**config.mk**
```make
export PLATFORM = sky130hd
export DESIGN_NAME = fault_mem_cfg_flat
export DESIGN_NICKNAME = d
export VERILOG_FILES = /design/src/rtl/fault_mem_cfg_if.sv /design/src/rtl/fault_mem_cfg.sv /design/src/flat_wrapper.sv
export SDC_FILE = /design/constraint.sdc
export NUM_CORES = 1
export LEC_CHECK = 0
export BUFFER_PORTS_ARGS = -buffer_cell sky130_fd_sc_hd__buf_2
export CORE_MARGIN = 3
export CORE_UTILIZATION = 25
export DETAILED_ROUTE_END_ITERATION = 8
export PLACE_DENSITY = 0.37
export SLEW_MARGIN = 20
export SYNTH_ARGS = -nofsm -noshare
export SYNTH_HDL_FRONTEND = slang
export SYNTH_SLANG_ARGS = --single-unit
```
**constraint.sdc**
```tcl
create_clock -name clk -period 5.9 [get_ports clk]
set_input_delay 0.59 -clock clk [delete_from_list [all_inputs] [get_ports clk]]
set_output_delay 0.59 -clock clk [all_outputs]
set_load 0.05 [all_outputs]
```
**src/rtl/fault_mem_cfg_if.sv**
```systemverilog
// Access and fault-configuration bundle for fault_mem_cfg.
// master: drives configuration, access command and write data; receives rdata/fault_hit.
// slave : the memory model; receives configuration and accesses, returns rdata/fault_hit.
interface fault_mem_cfg_if #(
   parameter int unsigned DATA_WIDTH = 8,
   parameter int unsigned ADDR_WIDTH = 4,
   parameter int unsigned BIT_IDX_W  = 3
);
   logic                  cfg_load;
   logic [2:0]            cfg_type;
   logic [ADDR_WIDTH-1:0] cfg_vaddr;
   logic [BIT_IDX_W-1:0]  cfg_vbit;
   logic [ADDR_WIDTH-1:0] cfg_aaddr;
   logic [BIT_IDX_W-1:0]  cfg_abit;
   logic                  write_read;
   logic [ADDR_WIDTH-1:0] address;
   logic [DATA_WIDTH-1:0] wdata;
   logic [DATA_WIDTH-1:0] rdata;
   logic                  fault_hit;

   modport master (
      output cfg_load, cfg_type, cfg_vaddr, cfg_vbit, cfg_aaddr, cfg_abit,
      output write_read, address, wdata,
      input  rdata, fault_hit
   );

   modport slave (
      input  cfg_load, cfg_type, cfg_vaddr, cfg_vbit, cfg_aaddr, cfg_abit,
      input  write_read, address, wdata,
      output rdata, fault_hit
   );
endinterface

```
**src/rtl/fault_mem_cfg.sv**
```systemverilog
// Single-port behavioural memory with one run-time programmable fault
// (SA0/SA1, TF-up/down, CFin-up, CFid-up, SOF) for exercising MBIST March runs.
// Ports: clk, rst (async, active-high), bus (fault_mem_cfg_if.slave) carrying
// cfg_* fault configuration, write_read/address/wdata access, rdata and the
// one-cycle fault_hit pulse. Read latency is two edges; a write or read is
// accepted every cycle.
module fault_mem_cfg #(
   parameter int unsigned DATA_WIDTH = 8,
   parameter int unsigned ADDR_WIDTH = 4,
   parameter int unsigned BIT_IDX_W  = 3
) (
   input  logic            clk,
   input  logic            rst,
   fault_mem_cfg_if.slave  bus
);
   localparam int unsigned DEPTH = 2 ** ADDR_WIDTH;

   localparam logic [2:0] T_NONE = 3'd0;
   localparam logic [2:0] T_SA0  = 3'd1;
   localparam logic [2:0] T_SA1  = 3'd2;
   localparam logic [2:0] T_TFU  = 3'd3;
   localparam logic [2:0] T_TFD  = 3'd4;
   localparam logic [2:0] T_CFIN = 3'd5;
   localparam logic [2:0] T_CFID = 3'd6;
   localparam logic [2:0] T_SOF  = 3'd7;

   logic [DATA_WIDTH-1:0] mem [DEPTH];

   logic [2:0]            cfg_type_q;
   logic [ADDR_WIDTH-1:0] cfg_vaddr_q;
   logic [BIT_IDX_W-1:0]  cfg_vbit_q;
   logic [ADDR_WIDTH-1:0] cfg_aaddr_q;
   logic [BIT_IDX_W-1:0]  cfg_abit_q;

   logic                  s1_write;
   logic [ADDR_WIDTH-1:0] s1_addr;
   logic [DATA_WIDTH-1:0] s1_wdata;
   logic [DATA_WIDTH-1:0] rd_reg;

   logic [2:0]            eff_type_c;
   logic [DATA_WIDTH-1:0] vmask_c;
   logic [DATA_WIDTH-1:0] amask_c;
   logic [DATA_WIDTH-1:0] fmask_c;
   logic [DATA_WIDTH-1:0] old_word_c;
   logic [DATA_WIDTH-1:0] vic_word_c;
   logic [DATA_WIDTH-1:0] wr_word_c;
   logic [DATA_WIDTH-1:0] rd_word_c;
   logic [DATA_WIDTH-1:0] vic_new_c;
   logic                  vic_we_c;
   logic                  rd_upd_c;
   logic                  hit_c;
   logic                  is_v_c;
   logic                  is_a_c;
   logic                  cf_trig_c;

   // Effective fault type: out-of-range bits or self-coupling disable the fault
   always_comb begin
      eff_type_c = cfg_type_q;
      if ((32'(cfg_vbit_q) >= DATA_WIDTH) || (32'(cfg_abit_q) >= DATA_WIDTH))
         eff_type_c = T_NONE;
      if (((cfg_type_q == T_CFIN) || (cfg_type_q == T_CFID)) && (cfg_aaddr_q == cfg_vaddr_q))
         eff_type_c = T_NONE;
   end

   // Commit-edge fault evaluation for the stage-1 operation
   always_comb begin
      vmask_c    = DATA_WIDTH'(1) << cfg_vbit_q;
      amask_c    = DATA_WIDTH'(1) << cfg_abit_q;
      fmask_c    = (eff_type_c == T_SA1) ? vmask_c : '0;
      old_word_c = mem[s1_addr];
      vic_word_c = mem[cfg_vaddr_q];
      is_v_c     = (s1_addr == cfg_vaddr_q);
      is_a_c     = (s1_addr == cfg_aaddr_q);
      wr_word_c  = s1_wdata;
      rd_word_c  = old_word_c;
      vic_new_c  = vic_word_c;
      vic_we_c   = 1'b0;
      rd_upd_c   = !s1_write;
      hit_c      = 1'b0;
      // aggressor rising transition on a write to the aggressor word
      cf_trig_c  = s1_write && is_a_c && ((old_word_c & amask_c) == '0)
                   && ((s1_wdata & amask_c) != '0);
      case (eff_type_c)
         T_SA0, T_SA1: begin
            if (is_v_c && s1_write) begin
               wr_word_c = (s1_wdata & ~vmask_c) | fmask_c;
               hit_c     = ((s1_wdata & vmask_c) != fmask_c);
            end else if (is_v_c) begin
               rd_word_c = (old_word_c & ~vmask_c) | fmask_c;
               hit_c     = ((old_word_c & vmask_c) != fmask_c);
            end
         end
         T_TFU: begin
            if (s1_write && is_v_c && ((old_word_c & vmask_c) == '0)
                && ((s1_wdata & vmask_c) != '0)) begin
               wr_word_c = s1_wdata & ~vmask_c;
               hit_c     = 1'b1;
            end
         end
         T_TFD: begin
            if (s1_write && is_v_c && ((old_word_c & vmask_c) != '0)
                && ((s1_wdata & vmask_c) == '0)) begin
               wr_word_c = s1_wdata | vmask_c;
               hit_c     = 1'b1;
            end
         end
         T_CFIN: begin
            if (cf_trig_c) begin
               vic_we_c  = 1'b1;
               vic_new_c = vic_word_c ^ vmask_c;
               hit_c     = 1'b1;
            end
         end
         T_CFID: begin
            if (cf_trig_c) begin
               vic_we_c  = 1'b1;
               vic_new_c = vic_word_c | vmask_c;
               hit_c     = ((vic_word_c & vmask_c) == '0);
            end
         end
         T_SOF: begin
            // stuck-open cell: the read register keeps the previous result
            if (!s1_write && is_v_c) begin
               rd_upd_c = 1'b0;
               hit_c    = 1'b1;
            end
         end
         default: ;
      endcase
   end

   // Array storage; not reset. Victim and aggressor never share an address.
   always_ff @(posedge clk) begin
      if (s1_write)
         mem[s1_addr] <= wr_word_c;
      if (vic_we_c)
         mem[cfg_vaddr_q] <= vic_new_c;
   end

   // Config capture, stage-1 sampling, read register and output stage
   always_ff @(posedge clk or posedge rst) begin
      if (rst) begin
         cfg_type_q    <= T_NONE;
         cfg_vaddr_q   <= '0;
         cfg_vbit_q    <= '0;
         cfg_aaddr_q   <= '0;
         cfg_abit_q    <= '0;
         s1_write      <= 1'b0;
         s1_addr       <= '0;
         s1_wdata      <= '0;
         rd_reg        <= '0;
         bus.rdata     <= '0;
         bus.fault_hit <= 1'b0;
      end else begin
         if (bus.cfg_load) begin
            cfg_type_q  <= bus.cfg_type;
            cfg_vaddr_q <= bus.cfg_vaddr;
            cfg_vbit_q  <= bus.cfg_vbit;
            cfg_aaddr_q <= bus.cfg_aaddr;
            cfg_abit_q  <= bus.cfg_abit;
         end
         s1_write <= bus.write_read;
         s1_addr  <= bus.address;
         s1_wdata <= bus.wdata;
         if (rd_upd_c)
            rd_reg <= rd_word_c;
         bus.rdata     <= rd_reg;
         bus.fault_hit <= hit_c;
      end
   end
endmodule

```
**src/flat_wrapper.sv**
```systemverilog
// flat-port wrapper written by rule: the top's interface ports become plain ports
module fault_mem_cfg_flat 
#(
   parameter int unsigned DATA_WIDTH = 8,
   parameter int unsigned ADDR_WIDTH = 4,
   parameter int unsigned BIT_IDX_W  = 3
)
  (clk, rst, bus_cfg_load, bus_cfg_type, bus_cfg_vaddr, bus_cfg_vbit, bus_cfg_aaddr, bus_cfg_abit, bus_write_read, bus_address, bus_wdata, bus_rdata, bus_fault_hit);
  fault_mem_cfg_if #(.DATA_WIDTH(DATA_WIDTH), .ADDR_WIDTH(ADDR_WIDTH), .BIT_IDX_W(BIT_IDX_W)) bus_i ();
  input  logic clk;
  input  logic rst;
  input wire logic [$bits(bus_i.cfg_load)-1:0] bus_cfg_load;
  input wire logic [$bits(bus_i.cfg_type)-1:0] bus_cfg_type;
  input wire logic [$bits(bus_i.cfg_vaddr)-1:0] bus_cfg_vaddr;
  input wire logic [$bits(bus_i.cfg_vbit)-1:0] bus_cfg_vbit;
  input wire logic [$bits(bus_i.cfg_aaddr)-1:0] bus_cfg_aaddr;
  input wire logic [$bits(bus_i.cfg_abit)-1:0] bus_cfg_abit;
  input wire logic [$bits(bus_i.write_read)-1:0] bus_write_read;
  input wire logic [$bits(bus_i.address)-1:0] bus_address;
  input wire logic [$bits(bus_i.wdata)-1:0] bus_wdata;
  output wire logic [$bits(bus_i.rdata)-1:0] bus_rdata;
  output wire logic [$bits(bus_i.fault_hit)-1:0] bus_fault_hit;
  assign bus_i.cfg_load = bus_cfg_load;
  assign bus_i.cfg_type = bus_cfg_type;
  assign bus_i.cfg_vaddr = bus_cfg_vaddr;
  assign bus_i.cfg_vbit = bus_cfg_vbit;
  assign bus_i.cfg_aaddr = bus_cfg_aaddr;
  assign bus_i.cfg_abit = bus_cfg_abit;
  assign bus_i.write_read = bus_write_read;
  assign bus_i.address = bus_address;
  assign bus_i.wdata = bus_wdata;
  assign bus_rdata = bus_i.rdata;
  assign bus_fault_hit = bus_i.fault_hit;
  fault_mem_cfg #(.DATA_WIDTH(DATA_WIDTH), .ADDR_WIDTH(ADDR_WIDTH), .BIT_IDX_W(BIT_IDX_W)) u_core (.clk(clk), .rst(rst), .bus(bus_i));
endmodule
```
==> metrics.csv <==
metric;value;unit
Die Ht;217;um
n_diodes;0;
Worst Path Max Fanout;13;
syn nets;926;
CTS max path bufs;2;
crit start category;flip-flop;
CTS tree;yes;
max cap viols;0;
Avg WL per Cell;28.5;um
Final #Nets;939;
Hold WS;0.245;ns
hpwl dp;30900;um
postcts setup bufs;0;
final-report max-slew violation count;0;
gr usage total;0.181;
commonest cells after routing, fill and taps aside;mux2i_1 (187), edfxtp_1 (128), mux4_2 (55), dfrtp_1 (43), buf_2 (41);
antenna violations before repair;0;
worst path arrival time;4.89;ns
# IOs;42;
Total Power;0.00331;W
Post-Syn Instances;877;
post-synthesis sequential area ratio;0.450;
largest register by flop count;u_core.mem;
First-pass DRT Iterations;5;
Clk pin slew, worst setup/hold paths;0.07;ns
critical path class;flip-flop to flip-flop;
post-route setup TNS;0;ns
Starting Density;0.256;
top_reg_cell synth;edfxtp_1;
Worst-Skew Late Latency;0.46;ns
Worst Setup End Kind;flip-flop;
Avg Cell Area, Syn;12.7;um^2
Critical Path RT;6.04;ns
largest family of logic cells by synthesized area;multiplexers;
adder-cell share of the synthesized area;0.0179;
placement row count;76;
RSZ-0062 raised after global routing;no;
Compound-Gate Fraction of Synth Area;0.0886;
cts bufs inserted;17;
fill count;4508;
mux share of post-synthesis cell area;0.306;
DIE WIDTH;217;um
Tightest Hold Check Type;primary input to flip-flop;
Vias;7945;
leakage dissipation;4.58;nW
Fin. Hold Viols;0;
first-pass GRT wire length;60900;um
Fmax;211;MHz
crit share post-route;0.805;
post-cts resize count;0;
aggregate global routing overflow;0;
vias in the first global route;7838;
Worst Tran Pin Value;0.992;ns
Tmin final;4.75;ns
1st-iter DRT viols;764;
CTS Root Cell;clkbuf_16;
ANT nets after route;0;
Synth Cell Area;11200;um^2
most common cell after layout, fill and taps aside;mux2i_1;
Final GP Congestion;0.879;
Post-synth EDFFs;128;
Power Density;263;nW/um^2
vias per cell;5.34;
CTS Sinks;175;
Largest register FFs;128;
run status;completed;
final WL;42500;um
synth warn;0;
Distinct cells, synth;69;
clk_skew;0.0179;ns
peak supply drop;0.210;mV
DR DRC count;0;
H-Tree Depth;4;
setup violators final;0;
Area growth syn-to-layout;12.8;%
IO Port Bufs;41;
largest net degree at the start of global routing;48;
ys async rst share;0.269;
Synth Register Bits;175;
cts hold-fix bufs;0;
die area;47200;um^2
Placeable Area;43600;um^2
layout cell share with drive strength beyond 1;0.243;
slew margin rel.;0.333;
xor/xnor share of the synthesized area;0.0110;
Simple-Gate Fraction of Synth Area;0.0810;
## through the flow
step                utilization  setup WS [ns]  instance area, um^2  std cells
floorplan                     -           2.54                11200        877
global placement          0.275           1.27                12000       1456
detailed placement        0.275           1.27                12000       1456
CTS                       0.289           1.23                12600       1488
global route              0.289          0.950                12600       1488
finish                    0.289           1.15                12600       1488
## area by class of cell
class                           count  area (um^2)  share of cell area
Multi-Input combinational cell    595         5670               0.450
Tap cell                          585          732              0.0581
Inverter                           23         86.3             0.00685
Clock inverter                     15          178              0.0141
Timing Repair Buffer               78          483              0.0383
Clock buffer                       17          425              0.0338
Sequential cell                   175         5030               0.399
## final timing paths
kind	startpoint	endpoint	slack (ns)	depth (start not counted)
worst max-delay path	u_core.s1_addr[0]	u_core.mem[6][2]	1.15	9
worst min-delay path	bus_wdata[3]	u_core.s1_wdata[3]	0.25	1
worst max register to register	u_core.s1_addr[0]	u_core.mem[6][2]	1.15	9
worst min register to register	u_core.rd_reg[2]	u_core.bus.rdata[2]	0.38	0
max in group asynchronous	rst	u_core.s1_addr[1]	5.12	3
min in group asynchronous	rst	u_core.cfg_aaddr_q[0]	0.29	3
## critical path, stage by stage, from the launching register on
cell and delay (ns):
dfrtp_1 0.68, nor2b_1 0.78, a22oi_1 0.32, and3_1 0.30
a21oi_1 0.41, o311a_1 0.27, o2111ai_4 0.28, nor3_1 0.38
and2_1 0.62, a31o_2 0.38
## cells in the mapped netlist, types with 4 or more instances
master	number	area share
a21o_1	4	0.0027
a21oi_1	33	0.015
a221oi_1	6	0.0047
a22oi_1	17	0.011
a22oi_2	5	0.0056
a31o_2	6	0.0047
a31oi_1	8	0.0045
a32oi_1	6	0.0047
and2_1	12	0.0067
and3_1	11	0.0062
buf_1	4	0.0013
buf_2	28	0.013
buf_6	9	0.0091
clkbuf_1	41	0.014
dfrtp_1	47	0.11
edfxtp_1	128	0.34
ha_1	16	0.018
inv_1	22	0.0074
mux2_2	18	0.018
mux2i_1	187	0.17
mux4_1	4	0.0094
mux4_2	55	0.11
nand2_1	38	0.013
nand2b_1	6	0.0034
nand3_1	10	0.0045
nand4_1	6	0.0034
nor2_1	38	0.013
nor2b_1	7	0.0039
nor3_1	12	0.0054
nor4_1	7	0.0039
o21ai_0	11	0.0049
o22ai_1	6	0.0034
o31ai_1	4	0.0027
xnor2_1	7	0.0055
xor2_1	7	0.0055
## routing by layer
layer	global-route usage	part of all wire	up-vias
met5	0	0	-
met2	0.270	0.44	299
met3	0.0394	0.059	41
li1	-	-	3430
met4	0.0533	0.022	0
met1	0.263	0.48	4175
## report_power, final
part / internal [W] / switching (W)
Clock: 0.000639 / 0.000559
Sequential: 0.00137 / 0.0000707
Combinational: 0.000241 / 0.000428
## kinds of logic (layout without fill, tap and decap cells)
logic type      Yosys count  count (layout)
fa+ha+maj                16              16
flops                   175             175
mux                     264             264
xor+xnor                 14              14
compound gates          133             133
buf+inv                 107             133
simple gates            168             168
No activity file was read; power rests on OpenSTA's default activity.
